<file path="config.mk">
export PLATFORM = sky130hd
export DESIGN_NAME = mmu_l1tlb_refill_ctrl
export DESIGN_NICKNAME = d
export VERILOG_FILES = /design/src/rtl/mmu_l1tlb_refill_ctrl.sv
export SDC_FILE = /design/constraint.sdc
export NUM_CORES = 1
export LEC_CHECK = 0
export CAP_MARGIN = 20
export CORE_MARGIN = 4
export CORE_UTILIZATION = 28
export DETAILED_ROUTE_END_ITERATION = 7
export MAX_ROUTING_LAYER = met4
export SLEW_MARGIN = 20
export SYNTH_ARGS = -nofsm -noshare
export SYNTH_HDL_FRONTEND = slang
export SYNTH_SLANG_ARGS = --single-unit
</file>
<file path="constraint.sdc">
create_clock -name clk -period 2.7 [get_ports clk]
set_input_delay 0.27 -clock clk [delete_from_list [all_inputs] [get_ports clk]]
set_output_delay 0.27 -clock clk [all_outputs]
set_load 0.01 [all_outputs]
</file>
<file path="src/rtl/mmu_l1tlb_refill_ctrl.sv">
// L1 TLB refill sequencer: arbitrates ITLB/DTLB misses, issues one PTW walk,
// writes the returned entry into the L1 TLB and signals completion.
module mmu_l1tlb_refill_ctrl #(
    parameter int VPN_W = 20,
    parameter int PPN_W = 22
) (
    input  logic             clk,
    input  logic             rst,
    input  logic [1:0]       i_req_valid_2,
    input  logic [VPN_W-1:0] i_req_vpn_0,
    input  logic [VPN_W-1:0] i_req_vpn_1,
    input  logic             i_flush,
    output logic             o_ptw_valid,
    input  logic             i_ptw_ready,
    output logic [VPN_W-1:0] o_ptw_vpn,
    input  logic             i_ptw_resp_valid,
    input  logic [PPN_W-1:0] i_ptw_resp_ppn,
    input  logic             i_ptw_resp_super,
    input  logic             i_ptw_resp_fault,
    output logic [1:0]       o_write_en_2,
    output logic [VPN_W-1:0] o_write_vpn,
    output logic [PPN_W-1:0] o_write_ppn,
    output logic [1:0]       o_done_2,
    output logic             o_done_fault,
    output logic             o_busy
);

    typedef enum logic [2:0] {
        IDLE,
        REQ,
        WAIT,
        WRITE,
        DONE
    } state_e;

    state_e           state_q, state_d;
    logic             rr_q, rr_d;
    logic             abort_q, abort_d;
    logic [VPN_W-1:0] vpn_q, vpn_d;
    logic [1:0]       gnt_q, gnt_d;
    logic [PPN_W-1:0] ppn_q, ppn_d;
    logic             super_q, super_d;
    logic             fault_q, fault_d;

    // State and refill context registers
    always_ff @(posedge clk or posedge rst) begin
        if (rst) begin
            state_q <= IDLE;
            rr_q    <= 1'b0;
            abort_q <= 1'b0;
            vpn_q   <= '0;
            gnt_q   <= '0;
            ppn_q   <= '0;
            super_q <= 1'b0;
            fault_q <= 1'b0;
        end else begin
            state_q <= state_d;
            rr_q    <= rr_d;
            abort_q <= abort_d;
            vpn_q   <= vpn_d;
            gnt_q   <= gnt_d;
            ppn_q   <= ppn_d;
            super_q <= super_d;
            fault_q <= fault_d;
        end
    end

    // Next-state logic: arbitration, walk handshake, abort tracking
    always_comb begin
        state_d = state_q;
        rr_d    = rr_q;
        abort_d = abort_q;
        vpn_d   = vpn_q;
        gnt_d   = gnt_q;
        ppn_d   = ppn_q;
        super_d = super_q;
        fault_d = fault_q;
        unique case (state_q)
            IDLE: begin
                if (!i_flush && (|i_req_valid_2)) begin
                    state_d = REQ;
                    if (&i_req_valid_2) begin
                        if (i_req_vpn_0 == i_req_vpn_1) begin
                            // Same page missed on both ports: one walk serves both
                            gnt_d = 2'b11;
                            vpn_d = i_req_vpn_0;
                        end else if (rr_q) begin
                            gnt_d = 2'b10;
                            vpn_d = i_req_vpn_1;
                            rr_d  = 1'b0;
                        end else begin
                            gnt_d = 2'b01;
                            vpn_d = i_req_vpn_0;
                            rr_d  = 1'b1;
                        end
                    end else if (i_req_valid_2[0]) begin
                        gnt_d = 2'b01;
                        vpn_d = i_req_vpn_0;
                        rr_d  = 1'b1;
                    end else begin
                        gnt_d = 2'b10;
                        vpn_d = i_req_vpn_1;
                        rr_d  = 1'b0;
                    end
                end
            end
            REQ: begin
                if (i_flush) begin
                    // An accepted walk must still be drained, but its result dropped
                    if (i_ptw_ready) begin
                        state_d = WAIT;
                        abort_d = 1'b1;
                    end else begin
                        state_d = IDLE;
                    end
                end else if (i_ptw_ready) begin
                    state_d = WAIT;
                end
            end
            WAIT: begin
                if (i_ptw_resp_valid) begin
                    ppn_d   = i_ptw_resp_ppn;
                    super_d = i_ptw_resp_super;
                    fault_d = i_ptw_resp_fault;
                    if (abort_q || i_flush) begin
                        state_d = IDLE;
                        abort_d = 1'b0;
                    end else if (i_ptw_resp_fault) begin
                        state_d = DONE;
                    end else begin
                        state_d = WRITE;
                    end
                end else if (i_flush) begin
                    abort_d = 1'b1;
                end
            end
            WRITE: state_d = DONE;
            DONE:  state_d = IDLE;
            default: state_d = IDLE;
        endcase
    end

    assign o_ptw_valid  = (state_q == REQ);
    assign o_ptw_vpn    = vpn_q;
    assign o_write_en_2 = (state_q == WRITE) ? (super_q ? 2'b10 : 2'b01) : 2'b00;
    assign o_write_vpn  = vpn_q;
    assign o_write_ppn  = ppn_q;
    assign o_done_2     = (state_q == DONE) ? gnt_q : 2'b00;
    assign o_done_fault = (state_q == DONE) && fault_q;
    assign o_busy       = (state_q != IDLE);

endmodule

</file>
==> summary.md, run 1 <==
| Metric | Value |
|---|---|
| Final wirelength | around 9000 µm |
| Commonest non-fill, non-tap cell in the layout | clkdlybuf4s50_1 |
| First-pass GRT wire length | 14500 µm |
| Static Leak | 1.67 nW |
| Fmax | approximately 460 MHz |
| CP max stage cell | clkdlybuf4s50_1 |
| Area post-placement | ~4400 µm² |
| Overall routing resource usage | roughly 15% |
| CTS sink cnt | a little over 50 |
| Root Buffer | clkbuf_8 |
| I/O Pins | 140 |
| Post-DRT Antenna Nets | 0 |
| First-pass iteration count of the detailed router | 4 |
| MaxCap Viol Count | 0 |
| Final setup margin | approximately 0.54 ns |
| Final nets | 461 |
| Final worst clock skew | 0.00470 ns |
| TritonCTS clock tree | done |
| Core outline area | approximately 10000 µm² |
| P_int | 2.62 mW |
| Pre-CTS WS | between 0.4 and 0.5 ns |
| Combinational share of power | around half |
| Status | finished, final reports clean |
| Global route overflow | 0 |
| Die area | around 13000 µm² |
| Mapped Area | roughly 3000 µm² |
| Cells after DPL | ~520 |
| Starting density of the core | between 20 and 30% |
| Later-pin clock latency in the skew report | approximately 0.3 ns |
| Vias in the first global route | about 2800 |
| Deepest clock path buffer count | 2 |
| Critical path cell sequence | inv_1 -> nor4b_1 -> clkdlybuf4s50_1 |
| Pwr Density | approximately 900 nW/µm² |
| Worst Path Buf+Inv | 2 |
| Finish-stage setup viols | 0 |
| Seq/Total Area, Yosys | 41.9% |
| CP Class | reg2out |
| # DRC | 0 |
| Hold buffers post-CTS | 0 |
| VDD IR-drop max | 0.000327 V |
| #FFs+latches synth | 51 |
| Sequential Power Share | between 30% and 40% |
| Synthesized Nets | 346 |
| Worst Tran Pin Value | a little over 0.8 ns |
| Min-delay worst type | in2async |
| Slew margin rel. | 45.5% |
| WP data arrival | around 1.9 ns |
| Most frequent cells in the layout | clkdlybuf4s50_1 (139), dfrtp_1 (51), nor2_1 (27), xnor2_1 (20) |
| Routed wire per std cell | 17.1 µm |
| Die width | 112 µm |
| Antenna fix cells | 0 |
| Post-route insts no fill | between 500 and 600 |
| Fin area | roughly 4500 µm² |
| CP max stage delay | 0.59 ns |
| Mapped Cells | ~280 |
| Minimum clock period after layout | roughly 2.2 ns |
| Via count | 2607 |
| DR vias/cell | just under 5 |
| RSZ-0062 raised after global routing | no |
| Worst reg-to-reg path cell count | 5 |
| WP data required | about 2.4 ns |
| Power share of the clock group | approximately an eighth |
| Top delay family on crit path | buffers and inverters |
| Syn. warnings | 0 |
| Switching power total | around 1.5 mW |
| Final core utilization | ~43% |
| Unique masters post-synth | 40 |
| Row Count | 37 |
| Port-buffer cells | between 100 and 150 |
| Startpoint Class | flip-flop |
| CTS H-tree lvls | 2 |
| Endpoint class of the critical path | output port |
| Syn Area/Cell | between 10 and 15 µm² |
| PostCTS Resize Cnt | 0 |
| Initial DRC count | about 100 |
| GPL Wtd Cong | about 0.77 |
| Layout cell share with drive strength beyond 1 | 12.6% |
| Fin Setup TNS | 0 ns |
| Die height | between 100 and 150 µm |
| Num CTS Buffers | 5 |
| WP depth | 3 |
| Largest net degree at the start of global routing | 26 |
| Crit path max fanout | 8 |
| Final period utilization | 79.8% |
| Fin. max-slew vios | 0 |
| Final Hold Fails | 0 |
| Clock transition at path regs | approximately 0.10 ns |
| Switch share | a little over a third |
| Area Growth Syn to Fin | 47.2% |
| Antenna violations before repair | 0 |
| Post-CTS Setup Inserts | 0 |
| Final HPWL DP | between 6000 and 7000 µm |
[logic make-up after synthesis]
| group | after synthesis | share of synthesized area, % |
|---|---|---|
| AO/OA/AOI/OAI | 74 | 21.9 |
| XOR/XNOR | 20 | 5.75 |
| buffers and inverters | 45 | 10.5 |
| flip-flops | 51 | 41.9 |
| multiplexers | 25 | 9.20 |
| AND/OR/NAND/NOR | 60 | 10.7 |
[per-stage QoR]
step	total power [mW]	hold slack, ns
floorplan	2.54	0.341
global placement	3.55	0.462
detailed placement	3.59	0.474
CTS	4.13	0.259
global route	4.35	0.261
finish	4.07	0.246
[layout make-up]
cell class,instances,area [µm²]
inverter,5,18.8
clock buffer,5,68.8
fill,1028,5980
tap,136,170
multi-input combinational,179,1450
sequential,51,1280
timing repair buffer,148,1460
clock inverter,2,37.5
[state kept, by name, summed over array words and instances (netlist names)]
name / cells
fault_q: 1
state_q: 3
abort_q: 1
rr_q: 1
gnt_q: 2
super_q: 1
o_ptw_vpn: 20
o_write_ppn: 22
[synth_stat cells]
master	n	area (µm²)
a41oi_1	1	8.76
a21bo_1	1	10.0
nor4_4	1	21.3
o2111ai_1	18	158
dfrtp_1	51	1280
nor2_1	27	101
a221o_1	1	10.0
and3_1	4	25.0
mux2_1	19	214
o31a_1	1	8.76
nor4b_1	1	8.76
a221oi_2	18	270
a21oi_1	4	20.0
nand2_1	9	33.8
buf_6	8	90.1
a41oi_2	1	16.3
xnor2_1	20	175
or3_4	1	11.3
clkbuf_2	1	5.00
nor2b_1	1	6.26
nor3b_1	1	7.51
mux2_2	5	56.3
clkbuf_1	4	15.0
mux2i_1	1	10.0
nand3_1	1	5.00
buf_2	5	25.0
nor3_1	3	15.0
inv_1	5	18.8
nor3_4	2	32.5
and2_1	1	6.26
a31oi_1	4	25.0
o21ai_1	19	95.1
nand2b_1	1	6.26
nand4_1	5	31.3
or3_1	1	6.26
buf_4	22	165
and4_1	1	8.76
o21ai_0	2	10.0
o21ai_2	3	26.3
o32a_1	1	10.0
[worst paths after layout]
check / from / to / slack (ns)
setup / recovery: state_q[1] / o_write_en_2[0] / 0.54
hold / removal: rst / o_ptw_vpn[7] / 0.25
setup reg to reg: state_q[2] / o_ptw_vpn[10] / 0.59
hold reg to reg: o_write_ppn[8] / o_write_ppn[8] / 0.49
max in group asynchronous: rst / o_write_ppn[16] / 1.85
min in group clk: o_write_ppn[8] / o_write_ppn[8] / 0.49
[power groups by stage]
stage	clock network [mW]	registers (mW)	logic, mW
6_report	0.534	1.43	2.11
5_1_grt	0.582	1.49	2.28
4_1_cts	0.556	1.44	2.14
3_5_place_dp	0	1.45	2.13
3_3_place_gp	0	1.43	2.12
2_1_floorplan	0	1.53	1.01
[layer usage]
metal	wire [µm]	vias to the layer above	global-route usage [%]	part of all wire, %
met4	261	0	5.37	2.9
met3	393	17	2.80	4.4
met1	3860	1277	17.7	43
met2	4470	76	24.4	50
li1	-	1237	-	-
met5	0	-	-	0
(Power assumes the default switching activity.)
==> inputs of run 2 (changes only) <==
clock period = 1.8 ns   (was 2.7 ns; I/O delays follow)
==> run 2 against run 1 <==
Net effect: non-clock buffer count increased by 26; clock skew up 0.00090 ns; die area unchanged; critical path type unchanged; largest cell class unchanged.
==> summary.md, run 2 (synthesis gave the netlist of run 1 again) <==
| Metric | Value |
|---|---|
| Status | finished, final reports clean |
| Reg2reg start | state_q[0] |
| Fin Hold WS | between 0.2 and 0.25 ns |
| Routed wire per std cell | between 15 and 20 µm |
| Worst Tran Pin Value | roughly 0.5 ns |
| Sequential Power Share | ~34% |
| Static Leak | around 1.9 nW |
| Cells after DPL | approximately 540 |
| Startpoint Class | flip-flop |
| Area Growth Syn to Fin | 56.0% |
| Final nets | 487 |
| Slew margin rel. | roughly two thirds |
| I/O Pins | 140 |
| WP data arrival | around 1.6 ns |
| Switch share | between 30% and 40% |
| Top delay family on crit path | buffers and inverters |
| Final core utilization | 45.4% |
| VDD IR-drop max | around 0.00052 V |
| Critical path cell sequence | buf_4 -> or3_4 -> dlygate4sd2_1 |
| Later-pin clock latency in the skew report | 0.31 ns |
| Die width | between 100 and 150 µm |
| CP Class | reg2out |
| Global route overflow | 0 |
| Port-buffer cells | 139 |
| Min-delay worst type | in2async |
| CTS sink cnt | 51 |
| CP max stage cell | dfrtp_2 |
| Final period utilization | ~96% |
| Pre-CTS WS | ~0.020 ns |
| Finish-stage setup viols | 0 |
| Final worst clock skew | approximately 0.0056 ns |
| Core outline area | 10500 µm² |
| Root Buffer | clkbuf_8 |
| Max reg flops | 22 |
| Combinational share of power | between 50% and 60% |
| Final setup margin | a little over 0.07 ns |
| Fin. max-slew vios | 0 |
| MaxCap Viol Count | 0 |
| Starting density of the core | between 20% and 30% |
| WP data required | 1.62 ns |
| Antenna violations before repair | 0 |
| Pwr Density | ~1300 nW/µm² |
| Fmax | approximately 580 MHz |
| Initial DRC count | 67 |
| Num CTS Buffers | 5 |
| Crit path max fanout | 3 |
| Most frequent cells in the layout | clkdlybuf4s50_1 (132), dfrtp_1 (48), buf_4 (28), nor2_1 (26), xnor2_1 (20) |
| GPL Wtd Cong | 0.775 |
| Die area | around 13000 µm² |
| Vias in the first global route | around 2700 |
| Antenna fix cells | 0 |
| Worst reg-to-reg path cell count | 6 |
| Worst Path Buf+Inv | 2 |
| Final wirelength | 9450 µm |
| Via count | around 2700 |
| Clock transition at path regs | 0.10 ns |
| Deepest clock path buffer count | 2 |
| Endpoint class of the critical path | output port |
| First-pass GRT wire length | 15200 µm |
| Row Count | 37 |
| Power share of the clock group | 12.7% |
| Die height | 112 µm |
| TritonCTS clock tree | done |
| CP max stage delay | about 0.44 ns |
| Post-route insts no fill | around 550 |
| Minimum clock period after layout | between 1.5 and 2 ns |
| # DRC | 0 |
| Fin area | between 4000 and 5000 µm² |
| Area post-placement | 4570 µm² |
| Layout cell share with drive strength beyond 1 | between 10% and 20% |
| Final HPWL DP | between 6000 and 7000 µm |
| DR vias/cell | between 4 and 5 |
| Switching power total | between 2 and 2.5 mW |
| Post-DRT Antenna Nets | 0 |
| Commonest non-fill, non-tap cell in the layout | clkdlybuf4s50_1 |
| CTS H-tree lvls | 2 |
| P_int | approximately 4.1 mW |
| R2R Path End | o_ptw_vpn[12] |
| Final Hold Fails | 0 |
| Largest net degree at the start of global routing | 41 |
| First-pass iteration count of the detailed router | 4 |
| Overall routing resource usage | between 10% and 20% |
| Register-to-register path setup slack | ~0.12 ns |
==> run 2: cell types whose count changed in the layout (fill, tap and decap cells not counted) <==
cell             change
dlymetal6s2s_1       +1
clkdlybuf4s50_1      -7
buf_6                +2
buf_12               +5
dfrtp_1              -3
dlygate4sd2_1        +6
nor2_1               -1
nor2_2               +1
buf_4               +19
dfrtp_2              +3
==> run 2: area by class of cell <==
type / count / area, µm²
well taps: 136 / 170
fillers: 1019 / 5710
flip-flops and latches: 51 / 1280
multi-input cells: 179 / 1460
clock inverters: 2 / 37.5
inverters: 5 / 18.8
repair buffers: 174 / 1720
clock buffers: 5 / 68.8
==> run 2: how the worst max path moves through the flow <==
stage | startpoint | end | slack [ns] | cells past startpoint
detailed placement | i_req_valid_2[0] | gnt_q[1] | 0.02 | 7
finish | state_q[1] | o_busy | 0.07 | 3
CTS | state_q[0] | o_write_en_2[1] | 0.02 | 3
global placement | i_req_vpn_0[4] | gnt_q[1] | -0.006 | 7
floorplan | state_q[0] | gnt_q[1] | 0.28 | 6
global route | state_q[0] | o_ptw_vpn[12] | -0.006 | 6
==> run 2: repair_timing <==
action	in CTS	in global routing
setup buffers	8	1
endpoints found under the hold margin	0	0
resized for setup	10	3
pin swaps	0	2
endpoints found under the setup margin	7	13
hold buffers	0	0
==> run 2: metrics by stage <==
stage / setup TNS [ns] / power [mW]
final: 0 / 6.32
after global routing: -0.00553 / 6.74
after CTS: 0 / 6.39
after detailed placement: 0 / 5.50
after global placement: -0.00695 / 5.44
after floorplan: 0 / 3.80
==> run 2: power by group through the flow <==
stage	clock network [mW]	registers, mW	logic [mW]
5_1_grt	0.886	2.21	3.64
3_5_place_dp	0	2.17	3.33
3_3_place_gp	0	2.14	3.30
2_1_floorplan	0	2.29	1.51
6_report	0.801	2.12	3.40
4_1_cts	0.846	2.13	3.42
==> run 2: metal layers <==
metal  vias up  track usage (%)  routed length (µm)
li1       1294                -                   -
met1      1303             18.6                4030
met2        73             26.7                4940
met3         8             2.70                 386
met4         0             3.53                  94
met5         -                -                   0
==> inputs of run 3 (changes only) <==
CAP_MARGIN = unset   (was 20)
==> results of run 3 <==
Same layout as run 2: the final DEF is identical, and so are final timing and power.
